===== config.mk =====
export PLATFORM = sky130hd
export DESIGN_NAME = arm_decode_queue
export DESIGN_NICKNAME = d
export VERILOG_FILES = /design/src/rtl/arm_decode_pkg.sv /design/src/rtl/arm_instr_classify.sv /design/src/rtl/arm_decode_queue.sv
export SDC_FILE = /design/constraint.sdc
export NUM_CORES = 1
export LEC_CHECK = 0
export CORE_MARGIN = 3
export CORE_UTILIZATION = 63
export CTS_BUF_LIST = sky130_fd_sc_hd__clkbuf_4 sky130_fd_sc_hd__clkbuf_8 sky130_fd_sc_hd__clkbuf_16
export CTS_CLUSTER_SIZE = 24
export DETAILED_ROUTE_END_ITERATION = 12
export PLACE_DENSITY = 0.85
export SYNTH_ARGS = -nofsm -noshare
export SYNTH_HDL_FRONTEND = slang
export SYNTH_HIERARCHICAL = 1
export SYNTH_SLANG_ARGS = --single-unit
export TNS_END_PERCENT = 10

===== constraint.sdc =====
create_clock -name CLK -period 6 [get_ports CLK]
set_input_delay 1.2 -clock CLK [delete_from_list [all_inputs] [get_ports CLK]]
set_output_delay 1.2 -clock CLK [all_outputs]
set_load 0.1 [all_outputs]

===== src/rtl/arm_decode_pkg.sv =====
// Shared class codes, branch-kind codes and the decoded-record layout for the ARM decode queue.
package arm_decode_pkg;

  localparam logic [2:0] DP_IMM = 3'd0;
  localparam logic [2:0] DP_REG = 3'd1;
  localparam logic [2:0] DP_RSR = 3'd2;
  localparam logic [2:0] MUL    = 3'd3;
  localparam logic [2:0] MEM    = 3'd4;
  localparam logic [2:0] BRANCH = 3'd5;
  localparam logic [2:0] BLOCK  = 3'd6;
  localparam logic [2:0] UNDEF  = 3'd7;

  localparam logic [1:0] JMP_B  = 2'b01;
  localparam logic [1:0] JMP_BL = 2'b10;

  localparam int unsigned COND_W   = 4;
  localparam int unsigned REG_W    = 4;
  localparam int unsigned DP_OP_W  = 4;
  localparam int unsigned IMM_W    = 24;
  localparam int unsigned MEM_OP_W = 2;
  localparam int unsigned JMP_OP_W = 2;
  localparam int unsigned TYPE_W   = 3;
  localparam int unsigned REC_W    = COND_W + 2 * REG_W + DP_OP_W + IMM_W + MEM_OP_W + JMP_OP_W
                                     + TYPE_W;

  typedef struct packed {
    logic [COND_W-1:0]   cond;
    logic [REG_W-1:0]    rn;
    logic [REG_W-1:0]    rd;
    logic [DP_OP_W-1:0]  dp_op;
    logic [IMM_W-1:0]    imm;
    logic [MEM_OP_W-1:0] mem_op;
    logic [JMP_OP_W-1:0] jmp_op;
    logic [TYPE_W-1:0]   itype;
  } dec_rec_t;

endpackage


===== src/rtl/arm_instr_classify.sv =====
// Combinational ARM instruction classifier: raw word -> class and per-class op fields.
module arm_instr_classify
  import arm_decode_pkg::*;
(
  input  logic [31:0]         instr_i,
  output logic [TYPE_W-1:0]   type_o,
  output logic [DP_OP_W-1:0]  dp_op_o,
  output logic [MEM_OP_W-1:0] mem_op_o,
  output logic [JMP_OP_W-1:0] jmp_op_o
);

  // Condition, register and low immediate bits are carried by the record, not decoded here.
  logic unused_bits;
  assign unused_bits = ^{instr_i[31:28], instr_i[19:8], instr_i[3:0]};

  always_comb begin
    type_o   = UNDEF;
    dp_op_o  = '0;
    mem_op_o = '0;
    jmp_op_o = '0;
    unique case (instr_i[27:26])
      2'b00: begin
        if (instr_i[25]) begin
          type_o = DP_IMM;
        end else if (instr_i[7:4] == 4'b1001) begin
          type_o = MUL;
        end else if (instr_i[4]) begin
          type_o = DP_RSR;
        end else begin
          type_o = DP_REG;
        end
        if (type_o != MUL) begin
          dp_op_o = instr_i[24:21];
        end
      end
      2'b01: begin
        type_o   = MEM;
        mem_op_o = {instr_i[25], instr_i[20]};
      end
      2'b10: begin
        if (instr_i[25]) begin
          type_o   = BRANCH;
          jmp_op_o = instr_i[24] ? JMP_BL : JMP_B;
        end else begin
          type_o = BLOCK;
        end
      end
      default: type_o = UNDEF;
    endcase
  end

endmodule


===== src/rtl/arm_decode_queue.sv =====
// Buffered ARM decode stage: classify on enqueue, FIFO of decoded records, per-class pop counters.
module arm_decode_queue
  import arm_decode_pkg::*;
#(
  parameter int unsigned DEPTH = 4,
  parameter int unsigned CNT_W = 16
) (
  input  logic                     CLK,
  input  logic                     RST_N,
  input  logic                     flush,
  input  logic                     in_valid,
  output logic                     in_ready,
  input  logic [31:0]              in_instr,
  output logic                     out_valid,
  input  logic                     out_ready,
  output logic [2:0]               out_type,
  output logic [3:0]               out_dp_op,
  output logic [1:0]               out_mem_op,
  output logic [1:0]               out_jmp_op,
  output logic [3:0]               out_cond,
  output logic [3:0]               out_rn,
  output logic [3:0]               out_rd,
  output logic [23:0]              out_imm,
  output logic [$clog2(DEPTH):0]   count,
  input  logic [2:0]               stat_sel,
  output logic [CNT_W-1:0]         stat_cnt
);

  localparam int unsigned PW = $clog2(DEPTH);
  localparam int unsigned CW = PW + 1;

  dec_rec_t          mem_q [DEPTH];
  dec_rec_t          mem_d [DEPTH];
  logic [PW-1:0]     wr_q, wr_d, rd_q, rd_d;
  logic [CW-1:0]     count_q, count_d;
  logic [CNT_W-1:0]  stat_q [8];
  logic [CNT_W-1:0]  stat_d [8];

  dec_rec_t          in_rec;
  dec_rec_t          head;
  logic              push, pop;

  arm_instr_classify u_classify (
    .instr_i  (in_instr),
    .type_o   (in_rec.itype),
    .dp_op_o  (in_rec.dp_op),
    .mem_op_o (in_rec.mem_op),
    .jmp_op_o (in_rec.jmp_op)
  );

  assign in_rec.cond = in_instr[31:28];
  assign in_rec.rn   = in_instr[19:16];
  assign in_rec.rd   = in_instr[15:12];
  assign in_rec.imm  = in_instr[23:0];

  // A pop never frees a slot for a push in the same cycle when full.
  assign in_ready  = RST_N & ~flush & (count_q != CW'(DEPTH));
  assign out_valid = (count_q != '0);
  assign push      = in_valid & in_ready;
  assign pop       = out_valid & out_ready;
  assign head      = mem_q[rd_q];
  assign count     = count_q;
  assign stat_cnt  = stat_q[stat_sel];

  // Data fields read zero whenever the queue is empty.
  always_comb begin
    out_type   = '0;
    out_dp_op  = '0;
    out_mem_op = '0;
    out_jmp_op = '0;
    out_cond   = '0;
    out_rn     = '0;
    out_rd     = '0;
    out_imm    = '0;
    if (out_valid) begin
      out_type   = head.itype;
      out_dp_op  = head.dp_op;
      out_mem_op = head.mem_op;
      out_jmp_op = head.jmp_op;
      out_cond   = head.cond;
      out_rn     = head.rn;
      out_rd     = head.rd;
      out_imm    = head.imm;
    end
  end

  always_comb begin
    mem_d   = mem_q;
    wr_d    = wr_q;
    rd_d    = rd_q;
    count_d = count_q;
    if (flush) begin
      wr_d    = '0;
      rd_d    = '0;
      count_d = '0;
    end else begin
      if (push) begin
        mem_d[wr_q] = in_rec;
        wr_d        = wr_q + PW'(1);
      end
      if (pop) begin
        rd_d = rd_q + PW'(1);
      end
      if (push && !pop) begin
        count_d = count_q + CW'(1);
      end else if (pop && !push) begin
        count_d = count_q - CW'(1);
      end
    end
  end

  // Stats count every pop, including one that coincides with a flush.
  always_comb begin
    for (int i = 0; i < 8; i++) begin
      stat_d[i] = stat_q[i];
      if (pop && (head.itype == i[2:0]) && (stat_q[i] != '1)) begin
        stat_d[i] = stat_q[i] + CNT_W'(1);
      end
    end
  end

  always_ff @(posedge CLK) begin
    if (!RST_N) begin
      wr_q    <= '0;
      rd_q    <= '0;
      count_q <= '0;
      for (int i = 0; i < 8; i++) begin
        stat_q[i] <= '0;
      end
    end else begin
      wr_q    <= wr_d;
      rd_q    <= rd_d;
      count_q <= count_d;
      for (int i = 0; i < 8; i++) begin
        stat_q[i] <= stat_d[i];
      end
    end
  end

  always_ff @(posedge CLK) begin
    for (int i = 0; i < DEPTH; i++) begin
      mem_q[i] <= mem_d[i];
    end
  end

endmodule

==> qor.yml, run 1 <==
run_status:
  status: "finished, final reports clean"
route:
  avgViaCountPerCell: 6.511
  final_antenna_net_count: 0
  route.vias.total: 9871
  routed_wl_um: 33310
  dr.pass1.iters: 5
  post-route-drc-count: 0
  post_drt_wl_per_cell_um: 21.97
  drtIter0Drc: 923
place:
  gp_congestion: 0.9713
  port_buffers: 107
  post-place-ws_ns: 1.534
  place_hpwl_um: 22520
synth:
  ys_top_cells_by_area: "edfxtp_1, dfxtp_1, mux4_2, xnor2_1, nor2_1"
  synthFlopType: "edfxtp_1"
  synth_area_per_cell_um2: 12.22
  synth_warnings: 6
  syn_inst: 1132
  synth_top_area_share: 0.3387
  yosysTopAreaCell: "edfxtp_1"
  synth_cell_type_count: 65
  ys_seq_area_frac: 0.5341
  async_flop_share: 0
  syn_area_um2: 13830
  synth-seq-cells: 291
  synth_nets: 1186
  synth_edf_count: 156
power:
  p_leak_uw: 0.005055
  peakVddDrop_uv: 339.8
  power_density_nw_per_um2: 270.9
die:
  die_h_um: 154.2
  core_um2: 21290
  num_io_pins: 108
  std_cell_rows: 53
  die-area_um2: 23770
  dieWidth_um: 154.2
  start_util: 0.6497
setup_path:
  cp.required_ns: 4.80
  critPathMaxFanout: 25
  critPathKind: "reg -> out"
  cp_num_buf_inv: 2
  crit_chain: "buf_4, mux4_2, nor2b_1, clkdlybuf4s50_1"
  end_kind: "primary output"
  crit_arrival_ns: 3.53
  start_kind: "flop"
  cp_top_family: "buffers and inverters"
  r2r_slack_ns: 2.42
  cp_slowest_cell: "clkdlybuf4s50_1"
  r2r_start: "rd_q[0]"
  slowest_delay_ns: 1.00
  crit_start: "rd_q[0]"
cells_and_area:
  utilization: 0.7487
  diodes: 0
  nets: 1272
  fillers: 1321
  areaGrowthSynthToFinish_pct: 15.23
  drive_above_1_share: 0.1587
grt:
  track_usage: 0.2749
  grt-ovfl-total: 0
  grt_pass1_wl_um: 51950
  antenna_found_initial: 0
  grt_pass1_vias: 9340
  grt_max_degree: 92
clock_tree:
  htreeDepth: 1
  cts_resized: 0
  ctsRootBufferMaster: "clkbuf_16"
  cts_buffers: 29
  numClockSinks: 291
  clk_pin_slew_ns: 0.06
  postCtsSetupRepairBufs: 0
  cts_max_path_buffers: 3
  cts_hold_buf: 0
  cts_tree: "yes"
  clkLatencyLatePin_ns: 0.56
timing:
  hold_viol: 0
  timing.hold.ws_ns: 0.5385
  setup_viol: 0
  maxSlewHeadroom: 0.1694
  tightest_slew_ns: 1.235
  fin_crit_sh: 0.7879
  setup-tns-final_ns: 0
  max_freq_mhz: 211.5
  fin_crit_ns: 4.727
  rsz0062_at_grt: "false"
  final_max_slew_viol_count: 0
  skew_ns: 0.01521
  fin_ws_ns: 1.273
flow_run:
  maxCapViolCount: 0
worst_hold_path:
  hold_class: "reg -> reg"
  min-delay-start: "stat_q[0][6]"
## cell families after synthesis
group / after synthesis / synth area share
AO/OA/AOI/OAI: 96 / 0.04677
AND/OR/NAND/NOR: 457 / 0.1855
XOR/XNOR: 87 / 0.05509
multiplexers: 99 / 0.1373
adder cells (fa/ha/maj): 14 / 0.01321
buffers and inverters: 88 / 0.02804
flip-flops: 291 / 0.5341
## final cells by class
| class | instances | area (um2) | share of cell area |
|---|---|---|---|
| Sequential cell | 291 | 7390 | 0.4637 |
| Multi-Input combinational cell | 753 | 6072 | 0.3810 |
| Timing Repair Buffer | 117 | 1099 | 0.06893 |
| Clock buffer | 46 | 859.6 | 0.05394 |
| Tap cell | 275 | 344.1 | 0.02159 |
| Inverter | 26 | 97.59 | 0.006124 |
| Clock inverter | 8 | 75.07 | 0.004711 |
## metrics by stage
step	instances	power, uW	area [um2]
6_report	1516	4318	15940
3_5_place_dp	1462	2584	15000
4_1_cts	1516	4335	15930
2_1_floorplan	1132	2471	13830
5_1_grt	1516	4428	15940
3_3_place_gp	1462	2578	15000
## cells in the mapped netlist (9+ instances only)
cell / count
nor2_1: 99
mux4_2: 71
nor2b_1: 40
buf_4: 9
nor3_1: 29
nand2_1: 55
or4_1: 9
xnor2_1: 73
o21ai_0: 24
and4_1: 17
dfxtp_1: 135
nand3_1: 56
and3_1: 20
edfxtp_1: 156
nand2b_1: 14
inv_1: 24
a211oi_1: 9
mux2i_1: 12
nor4_1: 23
clkbuf_1: 37
nand4_1: 36
mux2_2: 16
xor2_1: 14
or3_1: 15
ha_1: 13
a21oi_1: 29
## cell usage in the layout (no fill, tap or decap), types with 5 or more instances in the layout
master and instances:
nand2b_1 14, a211oi_1 9, nand3_1 56, mux2i_1 12
o31ai_1 7, nor3_1 28, xor2_1 14, nor4b_1 6
clkinv_1 5, buf_4 27, nor4_1 22, and3_2 6
nand4b_1 5, and3_1 16, mux4_2 71, or4_1 9
ha_1 13, nand2_1 55, nor2b_1 40, clkbuf_16 29
edfxtp_1 156, clkbuf_4 16, and4_1 17, nand4_1 36
mux2_2 16, or3_1 15, inv_1 24, a21oi_1 29
clkdlybuf4s50_1 89, nor2_1 99, xnor2_1 73, o21ai_0 24
dfxtp_1 133
## report_power, final
group	switching (uW)	internal (uW)	leakage, uW	total (uW)
clock network	743	1030	0.000476	1770
registers	9.44	2110	0.00250	2120
logic	312	115	0.00208	428
total	1070	3250	0.00505	4320
## path summary, 6_finish.rpt
check,endpoint,cells after the start
worst max-delay path,out_imm[0],4
worst min-delay path,stat_q[0][6],2
worst max register to register,stat_q[0][3],5
worst min register to register,stat_q[0][6],2
## registers in the layout (all words and copies together) (netlist names)
signal  cells
wr_q        2
rd_q        2
stat_q    128
count       3
mem_q     156
## per-layer routing
| metal | part of all wire | track usage | routed length [um] |
|---|---|---|---|
| met3 | 0.10 | 0.06389 | 3401 |
| met1 | 0.38 | 0.3681 | 12760 |
| met4 | 0.038 | 0.09966 | 1282 |
| met5 | 0 | 0 | 0 |
| met2 | 0.48 | 0.4443 | 15870 |
## worst min-delay path: stages, from the launching register on
cell and delay (ns):
dfxtp_1 0.36, nand2_1 0.08, mux2i_1 0.06
Note: power is estimated with default switching activity, not from simulation.
==> run 2: changes to the inputs <==
--- a/config.mk
+++ b/config.mk
@@ -6,11 +6,11 @@
 export NUM_CORES = 1
 export LEC_CHECK = 0
 export CORE_MARGIN = 3
-export CORE_UTILIZATION = 63
+export CORE_UTILIZATION = 53
 export CTS_BUF_LIST = sky130_fd_sc_hd__clkbuf_4 sky130_fd_sc_hd__clkbuf_8 sky130_fd_sc_hd__clkbuf_16
 export CTS_CLUSTER_SIZE = 24
 export DETAILED_ROUTE_END_ITERATION = 12
-export PLACE_DENSITY = 0.85
+export PLACE_DENSITY = 0.76
 export SYNTH_ARGS = -nofsm -noshare
 export SYNTH_HDL_FRONTEND = slang
 export SYNTH_HIERARCHICAL = 1
==> constraint.sdc (replaced) <==
create_clock -name CLK -period 4.3 [get_ports CLK]
set_input_delay 0.86 -clock CLK [delete_from_list [all_inputs] [get_ports CLK]]
set_output_delay 0.86 -clock CLK [all_outputs]
set_load 0.1 [all_outputs]
==> qor.yml, run 2 (synthesis results as in run 1) <==
timing:
  fin_ws_ns: 0.6813  # -0.5914 ns
  max_freq_mhz: 276.3
  rsz0062_at_grt: "false"
  setup_viol: 0  # unchanged
  hold_viol: 0  # unchanged
  tightest_slew_ns: 1.222  # -0.01297 ns
  maxSlewHeadroom: 0.1781  # +0.008725
  fin_crit_sh: 0.8416
  final_max_slew_viol_count: 0  # unchanged
  skew_ns: 0.006934  # -0.008273 ns
  fin_crit_ns: 3.619
grt:
  track_usage: 0.2203  # -0.05458
  grt_max_degree: 86  # -6.5%
  grt_pass1_vias: 9191  # -1.6%
  grt_pass1_wl_um: 50200  # -3.4%
  antenna_found_initial: 0  # unchanged
  grt-ovfl-total: 0  # unchanged
route:
  route.vias.total: 9596  # -2.8%
  post-route-drc-count: 0  # unchanged
  dr.pass1.iters: 6  # +1
  avgViaCountPerCell: 6.070  # -6.8%
  final_antenna_net_count: 0  # unchanged
  drtIter0Drc: 836  # -9.4%
  post_drt_wl_per_cell_um: 19.90  # -9.4%
  routed_wl_um: 31460  # -5.6%
die:
  dieWidth_um: 167.5  # +8.7%
  die_h_um: 167.5  # +8.7%
  start_util: 0.5445  # -0.1052
  std_cell_rows: 58  # +9.4%
  die-area_um2: 28070  # +18%
  num_io_pins: 108  # unchanged
  core_um2: 25400  # +19%
cells_and_area:
  largest_register_ffs: 156  # unchanged
  layout_common_cells: "edfxtp_1, dfxtp_1, nor2_1"
  utilization: 0.6412  # -0.1074
  fillers: 1925  # +46%
  areaGrowthSynthToFinish_pct: 17.76
  regMostFlops: "mem_q"
  final_common_cell: "edfxtp_1"
  drive_above_1_share: 0.2014  # +0.04270
  diodes: 0  # unchanged
  final_cells: 1581  # +4.3%
  nets: 1281  # +0.71%
clock_tree:
  htreeDepth: 1  # unchanged
  clkLatencyLatePin_ns: 0.56  # about the same
  ctsRootBufferMaster: "clkbuf_16"
  postCtsSetupRepairBufs: 0  # unchanged
  cts_tree: "yes"
  cts_resized: 0  # unchanged
  clk_pin_slew_ns: 0.06  # about the same
  numClockSinks: 291  # unchanged
  cts_hold_buf: 0  # unchanged
  cts_buffers: 30  # +3.4%
  cts_max_path_buffers: 3  # unchanged
run_status:
  status: "finished, final reports clean"
power:
  p_leak_uw: 0.005282  # +4.5%
  power_density_nw_per_um2: 383.7  # +42%
  peakVddDrop_uv: 379.9  # +12%
setup_path:
  crit_chain: "buf_4, mux4_2, nor2b_1, buf_4"
  critPathKind: "reg -> out"
  cpMostUsedCell: "buf_4"
  end_kind: "primary output"
  critPathMaxFanout: 32  # +28%
  start_kind: "flop"
  cp_slowest_cell: "mux4_2"
  crit_arrival_ns: 2.76  # -0.77 ns
  cp.required_ns: 3.44  # -1.36 ns
  slowest_delay_ns: 0.60  # -0.40 ns
place:
  port_buffers: 107  # unchanged
  place_hpwl_um: 21710  # -3.6%
  dp.cells: 1525  # +4.3%
  gp_congestion: 0.9142  # -5.9%
  post-place-ws_ns: 0.8034  # -0.7301 ns
worst_hold_path:
  hold_class: "reg -> reg"
flow_run:
  maxCapViolCount: 0  # unchanged
[run 2: cell count changes in the layout (fill, tap and decap cells not counted), moves of 2 or more]
| cell | previous run | this run |
|---|---|---|
| clkdlybuf4s50_1 | 89 | 42 |
| buf_4 | 27 | 64 |
| buf_12 | 0 | 18 |
| clkbuf_4 | 16 | 5 |
| bufinv_16 | 1 | 5 |
| clkinv_2 | 2 | 5 |
| clkbuf_8 | 1 | 3 |
| clkinv_1 | 5 | 7 |
[run 2: power breakdown]
part	total (uW)	switching (uW)	leakage (uW)	internal [uW]
registers	2950	10.2	0.00250	2940
clock network	2710	1050	0.000521	1660
logic	589	436	0.00226	153
[run 2: critical path: cells and delay by family, from the launching register on]
kind                   cells  cell delay, ns
multiplexers               1            0.60
flip-flops                 1            0.56
buffers and inverters      2            0.85
AND/OR/NAND/NOR            1            0.17
[run 2: layer usage]
| layer | track usage | routed length (um) | vias up |
|---|---|---|---|
| li1 | - | - | 4483 |
| met1 | 0.3003 | 12900 | 4694 |
| met2 | 0.3651 | 15230 | 360 |
| met3 | 0.04580 | 2595 | 59 |
| met4 | 0.05585 | 734 | 0 |
| met5 | 0 | 0 | - |
[run 2: area by class of cell]
cell class                      instances  area (um2)  area share
Sequential cell                       291        7390      0.4537
Multi-Input combinational cell        753        6070      0.3727
Timing Repair Buffer                  125        1266     0.07774
Clock buffer                           38       829.5     0.05093
Tap cell                              330       412.9     0.02535
Clock inverter                         18       221.5     0.01360
Inverter                               26       97.59    0.005992
[run 2: path summary, 6_finish.rpt]
check,start,cells past startpoint,slack [ns],endpoint
worst max-delay path,rd_q[0],4,0.68,out_imm[21]
worst min-delay path,stat_q[3][15],2,0.51,stat_q[3][15]
worst max register to register,rd_q[0],5,1.14,stat_q[0][3]
worst min register to register,stat_q[3][15],2,0.51,stat_q[3][15]
[run 2: through the flow]
stage	instance area [um2]	setup TNS (ns)	power, uW	hold WS [ns]
2_1_floorplan	13830	-0.02459	3448	0.4616
3_3_place_gp	15240	0	3596	0.4851
3_5_place_dp	15240	0	3603	0.4921
4_1_cts	16290	0	6297	0.5021
5_1_grt	16290	0	6441	0.5320
6_report	16290	0	6250	0.5061
==> run 3: changes to the inputs <==
--- a/config.mk
+++ b/config.mk
@@ -6,11 +6,11 @@
 export NUM_CORES = 1
 export LEC_CHECK = 0
 export CORE_MARGIN = 3
-export CORE_UTILIZATION = 53
+export CORE_UTILIZATION = 59
 export CTS_BUF_LIST = sky130_fd_sc_hd__clkbuf_4 sky130_fd_sc_hd__clkbuf_8 sky130_fd_sc_hd__clkbuf_16
 export CTS_CLUSTER_SIZE = 24
 export DETAILED_ROUTE_END_ITERATION = 12
-export PLACE_DENSITY = 0.76
+export PLACE_DENSITY = 0.81
 export SYNTH_ARGS = -nofsm -noshare
 export SYNTH_HDL_FRONTEND = slang
 export SYNTH_HIERARCHICAL = 1
==> constraint.sdc (replaced) <==
create_clock -name CLK -period 3.6 [get_ports CLK]
set_input_delay 0.72 -clock CLK [delete_from_list [all_inputs] [get_ports CLK]]
set_output_delay 0.72 -clock CLK [all_outputs]
set_load 0.1 [all_outputs]
==> qor.yml, run 3 (synthesis results as in run 1) <==
cells_and_area:
  fillers: 1533  # -20%
  final_cells: 1569  # -0.76%
  final_common_cell: "edfxtp_1"
  regMostFlops: "mem_q"
  nets: 1289  # +0.62%
  areaGrowthSynthToFinish_pct: 18.44
  layout_common_cells: "edfxtp_1, dfxtp_1, nor2_1"
  diodes: 0  # unchanged
  largest_register_ffs: 156  # unchanged
  drive_above_1_share: 0.2110  # +0.009548
clock_tree:
  postCtsSetupRepairBufs: 0  # unchanged
  cts_hold_buf: 0  # unchanged
  htreeDepth: 1  # unchanged
  clk_pin_slew_ns: 0.06  # about the same
  cts_max_path_buffers: 3  # unchanged
  cts_tree: "yes"
  cts_resized: 0  # unchanged
  cts_buffers: 30  # unchanged
  clkLatencyLatePin_ns: 0.58  # +0.02 ns
  ctsRootBufferMaster: "clkbuf_16"
  numClockSinks: 291  # unchanged
route:
  final_antenna_net_count: 0  # unchanged
  routed_wl_um: 31180  # -0.89%
  avgViaCountPerCell: 6.129  # +0.99%
  post_drt_wl_per_cell_um: 19.87  # -0.13%
  route.vias.total: 9617  # +0.22%
  post-route-drc-count: 0  # unchanged
  dr.pass1.iters: 5  # -1
  drtIter0Drc: 855  # +2.3%
timing:
  fin_crit_sh: 0.9366
  setup_viol: 0  # unchanged
  setup-tns-final_ns: 0  # unchanged
  fin_crit_ns: 3.372
  fin_ws_ns: 0.2283  # -0.4530 ns
  final_max_slew_viol_count: 0  # unchanged
  tightest_slew_ns: 0.8060  # -0.4155 ns
  rsz0062_at_grt: "false"
  max_freq_mhz: 296.6
  maxSlewHeadroom: 0.4577  # +0.2796
  skew_ns: 0.03979  # +0.03285 ns
  hold_viol: 0  # unchanged
worst_hold_path:
  hold_class: "reg -> reg"
  min-delay-start: "stat_q[7][1]"
setup_path:
  start_kind: "flop"
  crit_arrival_ns: 2.65  # -0.11 ns
  end_kind: "primary output"
  critPathMaxFanout: 22  # -31%
  crit_start: "rd_q[0]"
  critPathKind: "reg -> out"
  r2r_start: "rd_q[0]"
  cp.required_ns: 2.88  # -0.56 ns
grt:
  grt_pass1_vias: 9527  # +3.7%
  grt-ovfl-total: 0  # unchanged
  grt_max_degree: 78  # -9.3%
  grt_pass1_wl_um: 50390  # +0.37%
  antenna_found_initial: 0  # unchanged
  track_usage: 0.2446  # +0.02425
power:
  power_density_nw_per_um2: 450.2  # +17%
  power_frac_clock: 0.424  # -0.009
  p_leak_uw: 0.005341  # +1.1%
  pwr-share-seq: 0.478  # +0.006
  peakVddDrop_uv: 494.9  # +30%
  switching_share: 0.2444  # +0.005081
  p_comb_frac: 0.098  # +0.004
  p_sw_uw: 1803  # +21%
  p_int_uw: 5573  # +17%
die:
  core_um2: 22850  # -10%
  start_util: 0.6054  # +0.06083
  std_cell_rows: 55  # -5.2%
  die-area_um2: 25310  # -9.8%
  dieWidth_um: 159.1  # -5.0%
  num_io_pins: 108  # unchanged
  die_h_um: 159.1  # -5.0%
place:
  dp.cells: 1516  # -0.59%
  place_hpwl_um: 21190  # -2.4%
  port_buffers: 107  # unchanged
  gp_congestion: 0.8929  # -2.3%
  post-place-ws_ns: 0.3753  # -0.4280 ns
flow_run:
  maxCapViolCount: 0  # unchanged
run_status:
  status: "finished, final reports clean"
run 3: cell count changes in the layout (fill, tap and decap cells not counted), moves of 2 or more:
cell             change
buf_12               +8
buf_4                +4
bufinv_16            -2
clkbuf_4             +2
clkdlybuf4s50_1      -4
clkinv_1             -3
run 3: cell type report:
| cell class | instances | area (um2) | area share |
|---|---|---|---|
| clock buffer | 40 | 844.6 | 0.05156 |
| clock inverter | 13 | 168.9 | 0.01031 |
| inverter | 26 | 97.59 | 0.005958 |
| multi-input combinational | 753 | 6072 | 0.3707 |
| sequential | 291 | 7390 | 0.4511 |
| tap | 313 | 391.6 | 0.02391 |
| timing repair buffer | 133 | 1416 | 0.08647 |
run 3: per-stage QoR:
step	power [uW]	instance area (um2)	util	hold WS, ns
after detailed placement	4320	15370	0.6726	0.4963
after CTS	7434	16380	0.7170	0.5044
after floorplan	4119	13840	-	0.4616
final	7375	16380	0.7170	0.5066
after global placement	4309	15370	0.6726	0.4837
after global routing	7591	16380	0.7170	0.5363
run 3: worst paths after layout:
| check | end | slack [ns] | depth (start not counted) |
|---|---|---|---|
| setup / recovery | out_imm[17] | 0.23 | 4 |
| hold reg to reg | stat_q[7][1] | 0.51 | 2 |
| setup reg to reg | stat_q[5][11] | 0.54 | 6 |
| hold / removal | stat_q[7][1] | 0.51 | 2 |
run 3: power groups by stage:
stage | clock network [uW] | logic (uW) | registers (uW)
global route | 3310 | 752 | 3530
finish | 3130 | 722 | 3530
global placement | 0 | 713 | 3600
CTS | 3180 | 725 | 3530
detailed placement | 0 | 722 | 3600
floorplan | 0 | 513 | 3610
run 3: layer usage:
layer | GRT usage | part of all wire
met1 | 0.3282 | 0.41
met4 | 0.07998 | 0.032
met5 | 0 | 0
met3 | 0.05203 | 0.082
met2 | 0.4022 | 0.48
run 3: worst max-delay path, stage by stage (launching register included):
cell and delay [ns]:
dfxtp_2 0.59, buf_4 0.47, mux4_2 0.56, nor2b_1 0.16
buf_4 0.27
